==> config.mk <==
export PLATFORM = sky130hd
export DESIGN_NAME = alu_mul_sequencer
export DESIGN_NICKNAME = d
export VERILOG_FILES = /design/src/rtl/alu_pkg.sv /design/src/rtl/alu_grant_mux.sv /design/src/rtl/alu_mul_sequencer.sv
export SDC_FILE = /design/constraint.sdc
export NUM_CORES = 1
export LEC_CHECK = 0
export ABC_AREA = 1
export CORE_UTILIZATION = 40
export DETAILED_ROUTE_END_ITERATION = 12
export PLACE_DENSITY_LB_ADDON = 0.2
export SLEW_MARGIN = 40
export SYNTH_ARGS = -nofsm -noshare
export SYNTH_HDL_FRONTEND = slang
export SYNTH_SLANG_ARGS = --single-unit
==> constraint.sdc <==
create_clock -name clock -period 1.7 [get_ports clock]
set_clock_uncertainty 0.15 [all_clocks]
set_input_delay 0.17 -clock clock [delete_from_list [all_inputs] [get_ports clock]]
set_output_delay 0.17 -clock clock [all_outputs]
set_load 0.05 [all_outputs]
==> src/rtl/alu_pkg.sv <==
// Shared ALU definitions for the datapath slice.
// Contents: ALU datapath width, AluOp encodings (AND..SRL), SrcA/SrcB
// select encodings, and the multiplier sequencer state enum.
package alu_pkg;

    localparam int unsigned ALU_WIDTH = 16;

    // AluOp encodings
    localparam logic [3:0] ALU_OP_AND = 4'b0000;
    localparam logic [3:0] ALU_OP_OR  = 4'b0001;
    localparam logic [3:0] ALU_OP_ADD = 4'b0010;
    localparam logic [3:0] ALU_OP_SLL = 4'b0011;
    localparam logic [3:0] ALU_OP_SUB = 4'b0110;
    localparam logic [3:0] ALU_OP_SLT = 4'b0111;
    localparam logic [3:0] ALU_OP_SRL = 4'b1000;

    // SrcA / SrcB select encodings
    localparam logic       ALU_SRCA_PC   = 1'b0;
    localparam logic       ALU_SRCA_REG  = 1'b1;
    localparam logic [1:0] ALU_SRCB_REG  = 2'b00;
    localparam logic [1:0] ALU_SRCB_FOUR = 2'b01;
    localparam logic [1:0] ALU_SRCB_IMM  = 2'b10;
    localparam logic [1:0] ALU_SRCB_BR   = 2'b11;

    typedef enum logic [2:0] {
        MULSEQ_IDLE,
        MULSEQ_CHECK,
        MULSEQ_ISSUE,
        MULSEQ_CAPTURE,
        MULSEQ_DONE
    } mulseq_state_t;

endpackage

==> src/rtl/alu_grant_mux.sv <==
// ALU control grant mux: selects between main-control drive (ctl_*) and
// multiplier sequencer drive (seq_*) for the shared ALU, keyed on busy.
// Ports:
//   busy            - 1 selects the sequencer, 0 the main control
//   ctl_*           - main-control SrcA/SrcB/AluOp/mary/shelley
//   seq_*           - sequencer SrcA/SrcB/AluOp/mary/shelley
//   alu_*           - selected drive to the ALU
module alu_grant_mux #(
    parameter int unsigned WIDTH = 16
) (
    input  logic             busy,
    input  logic             ctl_src_a,
    input  logic [1:0]       ctl_src_b,
    input  logic [3:0]       ctl_alu_op,
    input  logic [WIDTH-1:0] ctl_mary,
    input  logic [WIDTH-1:0] ctl_shelley,
    input  logic             seq_src_a,
    input  logic [1:0]       seq_src_b,
    input  logic [3:0]       seq_alu_op,
    input  logic [WIDTH-1:0] seq_mary,
    input  logic [WIDTH-1:0] seq_shelley,
    output logic             alu_src_a,
    output logic [1:0]       alu_src_b,
    output logic [3:0]       alu_op,
    output logic [WIDTH-1:0] alu_mary,
    output logic [WIDTH-1:0] alu_shelley
);

    always_comb begin
        if (busy) begin
            alu_src_a   = seq_src_a;
            alu_src_b   = seq_src_b;
            alu_op      = seq_alu_op;
            alu_mary    = seq_mary;
            alu_shelley = seq_shelley;
        end else begin
            alu_src_a   = ctl_src_a;
            alu_src_b   = ctl_src_b;
            alu_op      = ctl_alu_op;
            alu_mary    = ctl_mary;
            alu_shelley = ctl_shelley;
        end
    end

endmodule

==> src/rtl/alu_mul_sequencer.sv <==
// Multi-cycle shift-and-add multiplier that borrows the shared ALU for its
// additions and arbitrates ALU control against the main control unit.
// Build option: define MULSEQ_EARLY_TERM_EN to finish as soon as the
// remaining multiplier bits are zero (results identical, lower latency).
// Ports:
//   clock, reset              - rising-edge clock, async active-low reset
//   start, op_a, op_b         - request with multiplicand / multiplier
//   alu_out                   - registered ALU result (1-cycle latency)
//   ctl_*                     - main-control ALU drive (passed through in IDLE)
//   alu_*                     - granted ALU drive
//   busy                      - sequencer owns the ALU
//   done                      - one-cycle pulse, product/mul_ovf valid
//   product, mul_ovf          - low product bits and overflow, held
module alu_mul_sequencer
    import alu_pkg::*;
#(
    parameter int unsigned WIDTH   = ALU_WIDTH,
    parameter int unsigned CNT_W   = 5,
    parameter logic [3:0]  ALU_ADD = ALU_OP_ADD
) (
    input  logic             clock,
    input  logic             reset,
    input  logic             start,
    input  logic [WIDTH-1:0] op_a,
    input  logic [WIDTH-1:0] op_b,
    input  logic [WIDTH-1:0] alu_out,
    input  logic             ctl_src_a,
    input  logic [1:0]       ctl_src_b,
    input  logic [3:0]       ctl_alu_op,
    input  logic [WIDTH-1:0] ctl_mary,
    input  logic [WIDTH-1:0] ctl_shelley,
    output logic             alu_src_a,
    output logic [1:0]       alu_src_b,
    output logic [3:0]       alu_op,
    output logic [WIDTH-1:0] alu_mary,
    output logic [WIDTH-1:0] alu_shelley,
    output logic             busy,
    output logic             done,
    output logic [WIDTH-1:0] product,
    output logic             mul_ovf
);

    mulseq_state_t    state_q, state_d;
    logic [WIDTH-1:0] acc_q, acc_d;
    logic [WIDTH-1:0] mcand_q, mcand_d;
    logic [WIDTH-1:0] mplier_q, mplier_d;
    logic [CNT_W-1:0] count_q, count_d;
    logic             lost_q, lost_d;
    logic             ovf_q, ovf_d;
    logic [WIDTH-1:0] product_q, product_d;
    logic             mul_ovf_q, mul_ovf_d;

    logic             do_shift;
    logic             early_term;
    logic             carry;
    logic             seq_src_a;
    logic [1:0]       seq_src_b;
    logic [3:0]       seq_alu_op;
    logic [WIDTH-1:0] seq_mary;
    logic [WIDTH-1:0] seq_shelley;

`ifdef MULSEQ_EARLY_TERM_EN
    assign early_term = (mplier_q == '0);
`else
    assign early_term = 1'b0;
`endif

    // Carry out of acc+mcand, computed locally so overflow does not depend
    // on the ALU exposing a carry flag.
    assign carry = ({1'b0, acc_q} + {1'b0, mcand_q}) > {1'b0, {WIDTH{1'b1}}};

    always_ff @(posedge clock or negedge reset) begin
        if (!reset) begin
            state_q   <= MULSEQ_IDLE;
            acc_q     <= '0;
            mcand_q   <= '0;
            mplier_q  <= '0;
            count_q   <= '0;
            lost_q    <= 1'b0;
            ovf_q     <= 1'b0;
            product_q <= '0;
            mul_ovf_q <= 1'b0;
        end else begin
            state_q   <= state_d;
            acc_q     <= acc_d;
            mcand_q   <= mcand_d;
            mplier_q  <= mplier_d;
            count_q   <= count_d;
            lost_q    <= lost_d;
            ovf_q     <= ovf_d;
            product_q <= product_d;
            mul_ovf_q <= mul_ovf_d;
        end
    end

    always_comb begin
        state_d     = state_q;
        acc_d       = acc_q;
        mcand_d     = mcand_q;
        mplier_d    = mplier_q;
        count_d     = count_q;
        lost_d      = lost_q;
        ovf_d       = ovf_q;
        product_d   = product_q;
        mul_ovf_d   = mul_ovf_q;
        do_shift    = 1'b0;
        seq_src_a   = ALU_SRCA_PC;
        seq_src_b   = ALU_SRCB_REG;
        seq_alu_op  = ALU_ADD;
        seq_mary    = '0;
        seq_shelley = '0;

        case (state_q)
            MULSEQ_IDLE: begin
                if (start) begin
                    state_d  = MULSEQ_CHECK;
                    mcand_d  = op_a;
                    mplier_d = op_b;
                    acc_d    = '0;
                    count_d  = '0;
                    lost_d   = 1'b0;
                    ovf_d    = 1'b0;
                end
            end
            MULSEQ_CHECK: begin
                if ((count_q == CNT_W'(WIDTH)) || early_term) begin
                    state_d   = MULSEQ_DONE;
                    // acc is final here; loading now makes product valid
                    // in the same cycle as the done pulse.
                    product_d = acc_q;
                    mul_ovf_d = ovf_q;
                end else if (mplier_q[0]) begin
                    state_d = MULSEQ_ISSUE;
                end else begin
                    do_shift = 1'b1;
                end
            end
            MULSEQ_ISSUE: begin
                seq_mary    = acc_q;
                seq_shelley = mcand_q;
                if (lost_q || carry) begin
                    ovf_d = 1'b1;
                end
                state_d = MULSEQ_CAPTURE;
            end
            MULSEQ_CAPTURE: begin
                seq_mary    = acc_q;
                seq_shelley = mcand_q;
                acc_d       = alu_out;
                do_shift    = 1'b1;
                state_d     = MULSEQ_CHECK;
            end
            MULSEQ_DONE: begin
                state_d = MULSEQ_IDLE;
            end
            default: begin
                state_d = MULSEQ_IDLE;
            end
        endcase

        if (do_shift) begin
            lost_d   = lost_q | mcand_q[WIDTH-1];
            mcand_d  = mcand_q << 1;
            mplier_d = mplier_q >> 1;
            count_d  = count_q + 1'b1;
        end
    end

    assign busy    = (state_q != MULSEQ_IDLE);
    assign done    = (state_q == MULSEQ_DONE);
    assign product = product_q;
    assign mul_ovf = mul_ovf_q;

    alu_grant_mux #(
        .WIDTH (WIDTH)
    ) u_grant (
        .busy        (busy),
        .ctl_src_a   (ctl_src_a),
        .ctl_src_b   (ctl_src_b),
        .ctl_alu_op  (ctl_alu_op),
        .ctl_mary    (ctl_mary),
        .ctl_shelley (ctl_shelley),
        .seq_src_a   (seq_src_a),
        .seq_src_b   (seq_src_b),
        .seq_alu_op  (seq_alu_op),
        .seq_mary    (seq_mary),
        .seq_shelley (seq_shelley),
        .alu_src_a   (alu_src_a),
        .alu_src_b   (alu_src_b),
        .alu_op      (alu_op),
        .alu_mary    (alu_mary),
        .alu_shelley (alu_shelley)
    );

endmodule

==> results.yml <==
clock_network:
  cts_buffers: 9
  clock_path_buffers: 2
  insertion_delay_ns: 0.36
  path_clk_slew_ns: 0.09
  h-tree-depth: 3
  clock-sinks: 75
  tritoncts: "done"
  cts-root-buf: "clkbuf_8"
drt:
  via_per_inst: 5.801
  remaining_drc_errors: 0
  wire_per_inst_um: 23.51
  drt_iter0_drc: 287
  num_vias: 4861
  antenna_left: 0
  wirelength_um: 19700
  first_pass_iters: 5
logic_synthesis:
  synth_area_mm2: 0.003921
  synth_seq_cells: 75
  synth_nets: 590
  avgSynthCellArea_um2: 8.135
  yosysUniqueCellTypes: 31
  synth_warnings: 0
  ys_seq_area_share_pct: 47.86
  syn_inst: 482
placement:
  dp.cells: 777
  hpwl_um: 9270
  io_buffers: 147
  place_ws_ns: -0.04608
  place_congestion: 0.8719
global_routing:
  grt_pass1_wl_um: 24660
  grt_pass1_vias: 4848
  overflow: 0
  grt_max_degree: 36
  track_usage_pct: 32.36
  antenna_found_initial: 0
floorplan:
  dieArea_mm2: 0.01020
  core_mm2: 0.009371
  pin_count: 148
  die_h_um: 101.0
  die_w_um: 101.0
  rows: 35
  start_util_pct: 41.84
critical_path:
  reg2reg_from: "state_q[0]$_DFFE_PN0P_"
  cp-start-kind: "flip-flop"
  worstPathMaxFanout: 6
  cp.required_ns: 1.78
  critPathCaptureType: "flip-flop"
  cp.arrival_ns: 2.14
  r2r_cells: 10
  worstReg2RegEnd: "mcand_q[8]$_DFFE_PN0P_"
  reg2reg_slack_ns: -0.36
  critical_path_class: "reg -> reg"
run_status:
  status: "complete, but fails checks"
  violations: "negative setup slack"
finish:
  stdcell_count: 838
  synthToLayoutAreaGrowth_pct: 108.8
  n_antenna_cell: 0
  fin_nets: 812
  post-route-util_pct: 87.36
  layout-drive-gt1-share_pct: 49.08
sta:
  rsz0062_at_grt: "yes"
  post-route-period-util_pct: 120.9
  hold_viol: 0
  finalMaxSlewViolations: 0
  slew_headroom_pct: 74.45
  finalSetupViolCount: 116
  worst_slack_ns: -0.3561
  worst_pin_slew_ns: 0.3833
  fin_crit_ns: 2.056
  max_clock_freq_mhz: 486.4
flow_run:
  drv_cap: 0
power_and_ir_drop:
  power_density_mw_per_mm2: 1670
  vdd.ir_drop.worst_mv: 1.148
  leakage_nw: 4.104
hold_path:
  min-delay-path-class: "in -> async"
## timing repair
item / in CTS / in global routing
buffers inserted: 25 / 14
pin swaps: 36 / 26
gates resized for setup: 175 / 122
gates cloned: 6 / 4
endpoints found under the hold margin: 75 / 0
hold buffers: 1 / 0
setup endpoints to repair: 93 / 113
## critical path: stages (launching register included)
cell,delay [ns]
dfrtp_2,0.44
nor3_4,0.28
buf_6,0.19
inv_12,0.05
buf_8,0.12
nor2_8,0.15
nor2_4,0.06
buf_12,0.15
buf_12,0.15
nand2_4,0.06
nand3_2,0.10
## final cells by class
cell class,count,area (µm²)
timing repair buffer,228,2850
tap,129,161.4
clock inverter,5,77.57
inverter,62,295.3
clock buffer,11,131.4
sequential,75,1883
fill,415,1185
multi-input combinational,325,2759
timing repair inverter,3,28.78
## routing by layer
metal	up-vias	routed length, µm	GRT usage, %
li1	2024	-	-
met1	2376	6969	35.44
met2	362	10190	58.75
met3	99	1510	7.351
met4	0	1032	16.05
met5	-	0	0
## power breakdown
group / internal, W / total [W] / switching, W
logic: 0.00436 / 0.00959 / 0.00523
clock network: 0.000824 / 0.00154 / 0.000715
registers: 0.00217 / 0.00254 / 0.000374
## sequential cells by signal, summed over array words and instances (netlist names)
name      flops
mul_ovf       1
ovf_q         1
product      16
count_q       5
mplier_q     16
mcand_q      16
state_q       3
acc_q        16
lost_q        1
## cells by family (layout without fill, tap and decap cells)
group | count (synthesis) | after routing | share of synthesized area, %
and+or+nand+nor | 220 | 221 | 23.84
AOI/OAI and AO/OA | 83 | 83 | 13.02
buffers and inverters | 83 | 309 | 8.679
xor gates and xnor gates | 3 | 3 | 0.6702
adders and majority gates | 18 | 18 | 5.935
DFF | 75 | 75 | 47.86
## cells in the final DEF (no fill, tap or decap), drive strengths merged, types with 4 or more instances in the layout
cell,instances
dfrtp,75
nor2,18
a32o,13
clkdlybuf4s50,88
a21oi,4
clkbuf,12
nand2,161
o22ai,16
buf,138
nand3,34
nor3,6
inv,63
clkinv,4
ha,17
o21ai,46
## synth_stat cells
master      n  share of area [%]
nand2_1   158                 15
dfrtp_1    75                 48
inv_1      57                5.5
o21ai_0    39                5.0
nand3_1    33                4.2
ha_1       17                5.4
o22ai_1    16                2.6
nor2_1     15                1.4
a32o_1     13                3.3
clkbuf_1   10               0.96
buf_2       8                1.0
o21ai_1     7               0.89
inv_2       5               0.48
a21oi_1     4               0.51
nor3_1      4               0.51
o211ai_1    3               0.57
buf_6       2               0.57
nand2_2     2               0.32
xor2_1      2               0.45
a21o_1      1               0.19
buf_4       1               0.19
fa_1        1               0.51
nand3_2     1               0.26
nand3b_1    1               0.19
nor2_2      1               0.16
nor2_4      1               0.29
nor2_8      1               0.51
nor3_2      1               0.26
nor3_4      1               0.41
or2_2       1               0.16
xnor2_1     1               0.22
## metrics by stage
stage	area [µm²]	TNS [ns]	power, W	hold slack [ns]
3_3_place_gp	6344	0	0.008612	-0.04283
3_5_place_dp	6344	-0.7733	0.008778	-0.03568
5_1_grt	8187	-34.71	0.01408	0.1837
6_report	8187	-30.67	0.01367	0.1224
2_1_floorplan	4145	-0.7075	0.006021	-0.2756
4_1_cts	7597	-15.37	0.01227	0.1394
## worst max path at each step
| stage | start | to | slack (ns) | cells past startpoint |
|---|---|---|---|---|
| after CTS | state_q[2]$_DFFE_PN0P_ | alu_mary[13] | -0.27 | 6 |
| after global placement | mcand_q[11]$_DFFE_PN0P_ | ovf_q$_DFFE_PN0P_ | 0.002 | 10 |
| after floorplan | state_q[1]$_DFFE_PN0P_ | acc_q[10]$_DFFE_PN0P_ | -0.02 | 8 |
| after global routing | state_q[1]$_DFFE_PN0P_ | mcand_q[2]$_DFFE_PN0P_ | -0.40 | 10 |
| after detailed placement | state_q[0]$_DFFE_PN0P_ | mcand_q[5]$_DFFE_PN0P_ | -0.05 | 8 |
| final | state_q[0]$_DFFE_PN0P_ | mcand_q[8]$_DFFE_PN0P_ | -0.36 | 10 |
No activity file was read; power rests on OpenSTA's default activity.
